## src/rtl/regfile_write_scheduler.sv

```systemverilog
// Write-port arbiter between writeback and the long-latency unit, with a
// busy scoreboard that stalls decode on RAW/WAW hazards or a full LU.
module regfile_write_scheduler #(
  parameter int LU_DEPTH    = 4,
  parameter int LU_MAX_WAIT = 3
) (
  input  logic        clk,
  input  logic        reset,
  input  logic        issue_valid,
  input  logic [4:0]  issue_rs,
  input  logic [4:0]  issue_rt,
  input  logic [4:0]  issue_rd,
  input  logic        issue_long,
  output logic        stall,
  input  logic        wb_valid,
  input  logic [4:0]  wb_reg,
  input  logic [31:0] wb_data,
  output logic        wb_ready,
  input  logic        lu_valid,
  input  logic [4:0]  lu_reg,
  input  logic [31:0] lu_data,
  output logic        lu_ready,
  output logic        regWrite,
  output logic [4:0]  writeReg,
  output logic [31:0] writeData,
  output logic [31:0] busy_mask
);

  localparam logic [3:0] DEPTH_C = 4'(LU_DEPTH);
  localparam logic [3:0] MAX_C   = 4'(LU_MAX_WAIT);

  logic [31:0] busy_r;
  logic [3:0]  lu_cnt_r;
  logic [3:0]  wait_cnt_r;

  logic        force_s;
  logic        hazard_s;
  logic        accept_s;
  logic        lu_dec_s;
  logic [31:0] clr_vec_s;
  logic [31:0] busy_eff_s;
  logic [31:0] set_vec_s;

  // Arbitration, write-port mux, hazard detection and scoreboard update vectors
  always_comb begin
    force_s  = lu_valid & (wait_cnt_r == MAX_C);
    lu_ready = ~reset & lu_valid & (~wb_valid | force_s);
    wb_ready = ~reset & wb_valid & ~force_s;

    if (wb_ready) begin
      writeReg  = wb_reg;
      writeData = wb_data;
    end else if (lu_ready) begin
      writeReg  = lu_reg;
      writeData = lu_data;
    end else begin
      writeReg  = 5'd0;
      writeData = 32'd0;
    end

    regWrite = (wb_ready | lu_ready) & (writeReg != 5'd0);

    if (regWrite) begin
      clr_vec_s = 32'd1 << writeReg;
    end else begin
      clr_vec_s = 32'd0;
    end

    // A register committing this cycle is already readable via the negedge write
    busy_eff_s = busy_r & ~clr_vec_s & ~32'd1;
    hazard_s   = busy_eff_s[issue_rs] | busy_eff_s[issue_rt] | busy_eff_s[issue_rd];

    if (reset) begin
      stall = 1'b1;
    end else begin
      stall = issue_valid &
              (hazard_s | (issue_long & (lu_cnt_r == DEPTH_C) & ~lu_ready));
    end

    accept_s = ~reset & issue_valid & ~stall;
    lu_dec_s = lu_ready & (lu_cnt_r != 4'd0);

    if (accept_s && (issue_rd != 5'd0)) begin
      set_vec_s = 32'd1 << issue_rd;
    end else begin
      set_vec_s = 32'd0;
    end
  end

  // Scoreboard, LU occupancy and LU starvation counter
  always_ff @(posedge clk) begin
    if (reset) begin
      busy_r     <= 32'd0;
      lu_cnt_r   <= 4'd0;
      wait_cnt_r <= 4'd0;
    end else begin
      busy_r <= (busy_r & ~clr_vec_s) | set_vec_s;

      case ({accept_s & issue_long, lu_dec_s})
        2'b10:   lu_cnt_r <= lu_cnt_r + 4'd1;
        2'b01:   lu_cnt_r <= lu_cnt_r - 4'd1;
        default: lu_cnt_r <= lu_cnt_r;
      endcase

      if (lu_valid && !lu_ready) begin
        if (wait_cnt_r < MAX_C) begin
          wait_cnt_r <= wait_cnt_r + 4'd1;
        end else begin
          wait_cnt_r <= wait_cnt_r;
        end
      end else begin
        wait_cnt_r <= 4'd0;
      end
    end
  end

  assign busy_mask = busy_r;

  regfile_write_scheduler_chk #(
    .LU_DEPTH (LU_DEPTH)
  ) u_chk (
    .clk      (clk),
    .reset    (reset),
    .wb_ready (wb_ready),
    .lu_ready (lu_ready),
    .lu_cnt   (lu_cnt_r)
  );

endmodule

// Protocol checks: exclusive grants, no LU completion without an outstanding op.
module regfile_write_scheduler_chk #(
  parameter int LU_DEPTH = 4
) (
  input logic       clk,
  input logic       reset,
  input logic       wb_ready,
  input logic       lu_ready,
  input logic [3:0] lu_cnt
);

  grant_exclusive: assert property (@(posedge clk) disable iff (reset)
    !(wb_ready && lu_ready));

  lu_ready_needs_op: assert property (@(posedge clk) disable iff (reset)
    !(lu_ready && (lu_cnt == 4'd0)));

  lu_cnt_bounded: assert property (@(posedge clk) disable iff (reset)
    (lu_cnt <= 4'(LU_DEPTH)));

endmodule
```

## config.mk

```make
export PLATFORM = sky130hd
export DESIGN_NAME = regfile_write_scheduler
export DESIGN_NICKNAME = d
export VERILOG_FILES = /design/src/rtl/regfile_write_scheduler.sv
export SDC_FILE = /design/constraint.sdc
export NUM_CORES = 1
export LEC_CHECK = 0
export ABC_AREA = 0
export BUFFER_PORTS_ARGS = -buffer_cell sky130_fd_sc_hd__buf_4
export CAP_MARGIN = 20
export CORE_MARGIN = 2
export CORE_UTILIZATION = 53
export DETAILED_ROUTE_END_ITERATION = 7
export PLACE_DENSITY = 0.95
export REMOVE_ABC_BUFFERS = 1
export SLEW_MARGIN = 15
export SYNTH_ARGS = -nofsm -noshare
export SYNTH_HDL_FRONTEND = slang
export SYNTH_SLANG_ARGS = --single-unit
```

## constraint.sdc

```tcl
create_clock -name clk -period 11.7 [get_ports clk]
set_clock_uncertainty 0.05 [all_clocks]
set_input_delay 0.585 -clock clk [delete_from_list [all_inputs] [get_ports clk]]
set_output_delay 0.585 -clock clk [all_outputs]
set_load 0.02 [all_outputs]
```

==> results of run 1 <==
## layout make-up
class                           count  area (um2)
Clock buffer                        5        68.8
Tap cell                           99         124
Multi-Input combinational cell    427        2860
Inverter                           26        97.6
Fill cell                         599        1950
Timing Repair Buffer              169        1270
Clock inverter                      3        42.5
Sequential cell                    40         801
## cells in the final DEF (no fill, tap or decap), types with 10 or more instances in the layout
cell type,netlist,routed
a22o_1,37,37
inv_1,23,23
nor3_1,10,10
o22ai_1,25,25
o21ai_0,25,25
nand4_1,11,11
a21oi_1,14,13
buf_4,1,169
dfxtp_1,40,40
nor2b_1,11,11
nor2_1,33,32
mux2i_1,12,12
nand2_1,71,71
## worst min path at each step
stage	start	end	slack [ns]	cells after the start
floorplan	lu_cnt_r[3]	lu_cnt_r[3]	0.40	2
global placement	busy_mask[0]	busy_mask[0]	0.41	1
detailed placement	busy_mask[0]	busy_mask[0]	0.42	1
CTS	busy_mask[0]	busy_mask[0]	0.43	1
global route	busy_mask[0]	busy_mask[0]	0.45	1
finish	busy_mask[0]	busy_mask[0]	0.43	1
## per-stage QoR
step                utilization, %  cells  setup slack [ns]  hold WS [ns]  power [mW]
CTS                           72.9    769              6.11         0.432       0.405
finish                        73.0    769              6.21         0.426       0.412
floorplan                        -    493              5.84         0.402       0.210
global route                  73.0    769              5.89         0.450       0.421
detailed placement            71.4    761              6.01         0.416       0.288
global placement              71.4    761              6.20         0.411       0.288
## kinds of logic after synthesis
logic type      count (synthesis)  share of synthesized area [%]
flops                          40                           20.5
mux                            13                           3.65
compound gates                214                           42.5
simple gates                  191                           24.3
xor+xnor                        4                          0.897
buf+inv                        64                           6.37
fa+ha+maj                       5                           1.79
## per-layer routing
metal / wire [um] / up-vias / global-route usage (%)
met5: 0 / - / 0
met4: 1650 / 0 / 27.2
met3: 3100 / 175 / 17.0
met2: 7900 / 587 / 68.5
met1: 6600 / 2454 / 54.7
li1: - / 2354 / -
## sequential cells by signal (all words and copies together) (netlist names)
name / cells
lu_cnt_r: 4
busy_mask: 32
wait_cnt_r: 4
## worst max-delay path, cell delays in order (launching register included)
cell and delay, ns:
dfxtp_1 0.33, ha_1 0.24, or3b_1 0.42, a21o_1 0.37, inv_2 0.32, a221o_1 0.62, o31ai_1 0.39, o2111ai_1 0.23
a32oi_1 0.30, o2111a_1 0.24, and4_1 0.31, nand4_1 0.12, ha_1 0.26, ha_1 0.28, a21o_1 0.18, a21oi_1 0.18
xnor2_1 0.10, or3_1 0.31, a21oi_1 0.15
## power by group through the flow
stage	Clock, mW	Combinational [mW]	Sequential, mW
2_1_floorplan	0	0.0650	0.145
3_3_place_gp	0	0.144	0.144
3_5_place_dp	0	0.144	0.144
4_1_cts	0.119	0.145	0.141
5_1_grt	0.124	0.156	0.141
6_report	0.119	0.152	0.141
==> flow_summary_export.csv, run 1 <==
group,metric,value,unit
status,status,"complete, but fails checks",
status,violations,"design-rule violations",
routing,drc,5,
power,power.share.sequential,34.2,%
critical_path,startpoint,"wait_cnt_r[0]",
routing,vias_per_cell,7.24,
clock_tree,clockRootBuffer,"clkbuf_8",
floorplanning,die_height,89.9,um
clock_tree,clkSinkCount,40,
routing,routedWlPerCell,25.0,um
timing,setup_viol_count_final,0,
global_route,grtUsageTotal,45.3,%
cells_and_area,syn_to_final_growth,34.8,%
hold_path,hp-class,"reg -> reg",
clock_tree,cts_setup_buffers,0,
yosys,yosys_most_used_dff,"dfxtp_1",
yosys,syn_avg_cell_area,7.36,um2
yosys,yosysWarnings,0,
timing,clock.fmax,0.182,GHz
placement,gp_congestion,1.20,
power,clock_power_share,29.0,%
yosys,synth_top_area_share,20.5,%
routing,dr_total_vias,5570,
power,p_leak,2.17,nW
clock_tree,cts_made_buffers,5,
yosys,yosysTopAreaCell,"dfxtp_1",
critical_path,required,11.88,ns
yosys,synth.top_cells.by_area,"dfxtp_1 (20%), a22o_1 (8.3%), nand2_1 (6.8%), o22ai_1 (4.0%), o21ai_0 (3.2%)",
placement,place_area,5150,um2
power,vdd_drop_max,0.0000602,V
cells_and_area,design_area,5270,um2
cells_and_area,antenna_cells,0,
placement,io_buffers,167,
global_route,grt_max_degree,39,
timing,tightest_slew,1.12,ns
timing,finalHoldViolCount,0,
routing,wl,19300,um
critical_path,start_kind,"flip-flop",
clock_tree,clockBufferDepth,2,
yosys,synth_seq_cells,40,
cells_and_area,fin_nets,769,
clock_tree,hold_buffers,0,
critical_path,rr_startpoint,"wait_cnt_r[0]",
yosys,yosysMostFrequentCell,"nand2_1",
global_route,first_global_vias,5132,
timing,tns,0,ns
global_route,antenna_found_initial,0,
clock_tree,tritoncts,"done",
global_route,global_route.overflow_total,0,
floorplanning,dieArea,8080,um2
critical_path,cp_data_arrival_time,5.67,ns
floorplanning,coreArea,7210,um2
cells_and_area,layout-drive-gt1-share,28.5,%
power,p_sw,151,uW
floorplanning,start_util,54.2,%
power,cellPowerDensity,78.2,nW/um2
yosys,synth.distinct_cells,75,
power,combPwrFrac,36.9,%
critical_path,worstSetupPathType,"reg -> reg",
power,swShare,36.7,%
critical_path,regToRegSetupSlack,6.21,ns
yosys,syn_area,3910,um2
timing,final.period_utilization,46.9,%
routing,drt_iter0_drc,1241,
yosys,synth_edf_count,0,
global_route,grt_pass1_wl,29000,um
critical_path,cp_max_fo,37,
routing,drt_first_pass_iters,8,
timing,final_max_slew_viol_count,0,
critical_path,r2r-end,"lu_cnt_r[3]",
routing,drtAntennaViolNets,0,
placement,hpwl,14600,um
yosys,seq_area_frac_synth,20.5,%
clock_tree,clk_pin_slew,0.08,ns
timing,fin_crit,5.49,ns
yosys,synthCells,531,
yosys,async_flop_share,0,%
floorplanning,io_pins,168,
timing,slew_headroom,24.7,%
critical_path,crit_end,"lu_cnt_r[3]",
clock_tree,htree_levels,2,
clock_tree,clock_latency,0.30,ns
timing,rsz0062_at_grt,"false",
power,p_int,261,uW
yosys,synth_commonest_cells,"nand2_1 (71), dfxtp_1 (40), a22o_1 (37), nor2_1 (33), clkbuf_1 (26)",
job,maxCapViolCount,0,
critical_path,critical_path.endpoint_type,"flip-flop",
floorplanning,die_w,89.9,um
clock_tree,post_cts_resized,0,
floorplanning,rows,31,
critical_path,r2r.worst_path.cells,18,
Power figures use the tool's default switching activity.
==> run 2, diff against run 1 <==
--- a/config.mk
+++ b/config.mk
@@ -9,9 +9,9 @@
 export BUFFER_PORTS_ARGS = -buffer_cell sky130_fd_sc_hd__buf_4
 export CAP_MARGIN = 20
 export CORE_MARGIN = 2
-export CORE_UTILIZATION = 53
+export CORE_UTILIZATION = 44
 export DETAILED_ROUTE_END_ITERATION = 7
-export PLACE_DENSITY = 0.95
+export PLACE_DENSITY = 0.85
 export REMOVE_ABC_BUFFERS = 1
 export SLEW_MARGIN = 15
 export SYNTH_ARGS = -nofsm -noshare
==> constraint.sdc (replaced) <==
create_clock -name clk -period 4.8 [get_ports clk]
set_clock_uncertainty 0.05 [all_clocks]
set_input_delay 0.24 -clock clk [delete_from_list [all_inputs] [get_ports clk]]
set_output_delay 0.24 -clock clk [all_outputs]
set_load 0.02 [all_outputs]
==> flow_summary_export.csv, run 2 (synthesis gave the netlist of run 1 again) <==
group,metric,value,unit
critical_path,critical_path.endpoint_type,"flip-flop",
timing,finalHoldViolCount,0,
critical_path,worstSetupPathType,"reg -> reg",
routing,dr_total_vias,5780,
floorplanning,die_height,98.2,um
timing,clock.fmax,0.212,GHz
routing,wl,21400,um
power,combPwrFrac,38.4,%
timing,whs,0.129,ns
power,p_leak,2.51,nW
timing,rsz0062_at_grt,"true",
cells_and_area,final_cells,843,
critical_path,start_kind,"flip-flop",
clock_tree,cts_made_buffers,5,
cells_and_area,largest_register_ffs,32,
routing,routedWlPerCell,25.4,um
routing,vias_per_cell,6.86,
critical_path,worst_path_max_delay_cell,"and2_1",
clock_tree,clkSinkCount,40,
global_route,antenna_found_initial,0,
timing,final_max_slew_viol_count,0,
clock_tree,hold_buffers,0,
status,status,"finished clean",
clock_tree,clockBufferDepth,2,
cells_and_area,antenna_cells,0,
cells_and_area,layout-drive-gt1-share,38.1,%
clock_tree,clk_pin_slew,0.10,ns
critical_path,required,5.00,ns
timing,slew_headroom,31.4,%
critical_path,crit_family,"simple AND/OR/NAND/NOR gates",
cells_and_area,most-common-layout-cells,"buf_4 (230), nand2_1 (70), dfxtp_1 (38)",
hold_path,hp-class,"in -> reg",
floorplanning,rows,34,
cells_and_area,mostFrequentLayoutCell,"buf_4",
clock_tree,clockRootBuffer,"clkbuf_8",
placement,gp_congestion,1.05,
job,maxCapViolCount,0,
cells_and_area,fin_nets,834,
floorplanning,dieArea,9650,um2
timing,setup_viol_count_final,0,
critical_path,worstPathCellList,"buf_4 > nand4bb_1 > buf_4 > nand4_1 > and2_1 > buf_4 > o2bb2ai_1 > o21ai_0 > nor3_1 > a2bb2oi_1 > and4_4 > nand4_1 > ha_2 > ha_4 > a21o_1 > a21oi_4 > xnor2_2 > or3_4 > a21oi_2",
power,power.share.sequential,32.4,%
global_route,grtUsageTotal,42.3,%
power,p_int,664,uW
placement,pre_cts_ws,-0.377,ns
floorplanning,die_w,98.2,um
power,cellPowerDensity,179,nW/um2
global_route,first_global_vias,5466,
routing,drc,0,
global_route,grt_max_degree,37,
cells_and_area,fillers,736,
critical_path,slowest_delay,0.45,ns
clock_tree,htree_levels,2,
global_route,global_route.overflow_total,0,
floorplanning,io_pins,168,
power,p_sw,401,uW
clock_tree,clock_latency,0.31,ns
placement,io_buffers,167,
power,clock_power_share,29.2,%
placement,post-place-cells,826,
timing,fin_crit,4.73,ns
routing,drt_first_pass_iters,6,
critical_path,cp_common_cell,"buf_4",
floorplanning,start_util,45.0,%
critical_path,cp_max_fo,7,
critical_path,crit_buf_inv,3,
critical_path,regToRegSetupSlack,0.07,ns
timing,tightest_slew,1.03,ns
floorplanning,coreArea,8680,um2
power,vdd_drop_max,0.000141,V
critical_path,cp_data_arrival_time,4.92,ns
clock_tree,tritoncts,"done",
global_route,grt_pass1_wl,31800,um
placement,hpwl,16200,um
timing,final.period_utilization,98.5,%
power,swShare,37.7,%
cells_and_area,syn_to_final_growth,51.8,%
timing,timing.final.ws_setup,0.0735,ns
routing,drtAntennaViolNets,0,
routing,drt_iter0_drc,832,
[run 2: worst paths after layout]
check,start,cells after the start,to
max,wait_cnt_r[2],19,lu_cnt_r[3]
min,reset,2,busy_mask[0]
max reg2reg,wait_cnt_r[2],19,lu_cnt_r[3]
min reg2reg,busy_mask[0],1,busy_mask[0]
[run 2: worst reg2reg max path, delay by kind of cell, from the launching register on]
kind,cells,cell delay (ns)
buf+inv,3,0.66
flops,1,0.34
xor+xnor,1,0.10
fa+ha+maj,2,0.43
simple gates,7,2.10
compound gates,6,0.99
[run 2: cell type report]
class	count	area, um2	area share, %
Clock buffer	5	68.8	1.16
Clock inverter	3	47.5	0.802
Inverter	26	97.6	1.65
Multi-Input combinational cell	428	3020	50.9
Sequential cell	40	803	13.5
Tap cell	108	135	2.28
Timing Repair Buffer	233	1760	29.7
[run 2: power by group through the flow]
| stage | clock network (mW) | registers, mW | logic [mW] |
|---|---|---|---|
| floorplan | 0 | 0.355 | 0.158 |
| global placement | 0 | 0.351 | 0.383 |
| finish | 0.311 | 0.344 | 0.409 |
| CTS | 0.308 | 0.344 | 0.391 |
| global route | 0.317 | 0.345 | 0.423 |
| detailed placement | 0 | 0.352 | 0.385 |
[run 2: layer usage]
metal | part of all wire [%] | vias up | GRT usage (%)
met5 | 0 | - | 0
met4 | 6.4 | 0 | 23.4
met3 | 12 | 115 | 10.6
met2 | 45 | 534 | 68.8
met1 | 36 | 2632 | 51.2
li1 | - | 2499 | -
[run 2: what timing repair did]
| item | CTS | global route |
|---|---|---|
| setup endpoints to repair | 3 | 3 |
| pin swaps | 11 | 18 |
| buffers inserted | 4 | 4 |
| resized for setup | 16 | 21 |
| gates cloned | 1 | 0 |
[run 2: through the flow]
| stage | power, mW | utilization, % | TNS (ns) | cell area (um2) |
|---|---|---|---|---|
| global placement | 0.735 | 64.4 | -0.0404 | 5590 |
| detailed placement | 0.736 | 64.4 | -0.473 | 5590 |
| global route | 1.08 | 68.4 | -0.153 | 5930 |
| finish | 1.06 | 68.4 | 0 | 5930 |
| CTS | 1.04 | 66.8 | 0 | 5800 |
| floorplan | 0.513 | - | -13.66 | 3760 |
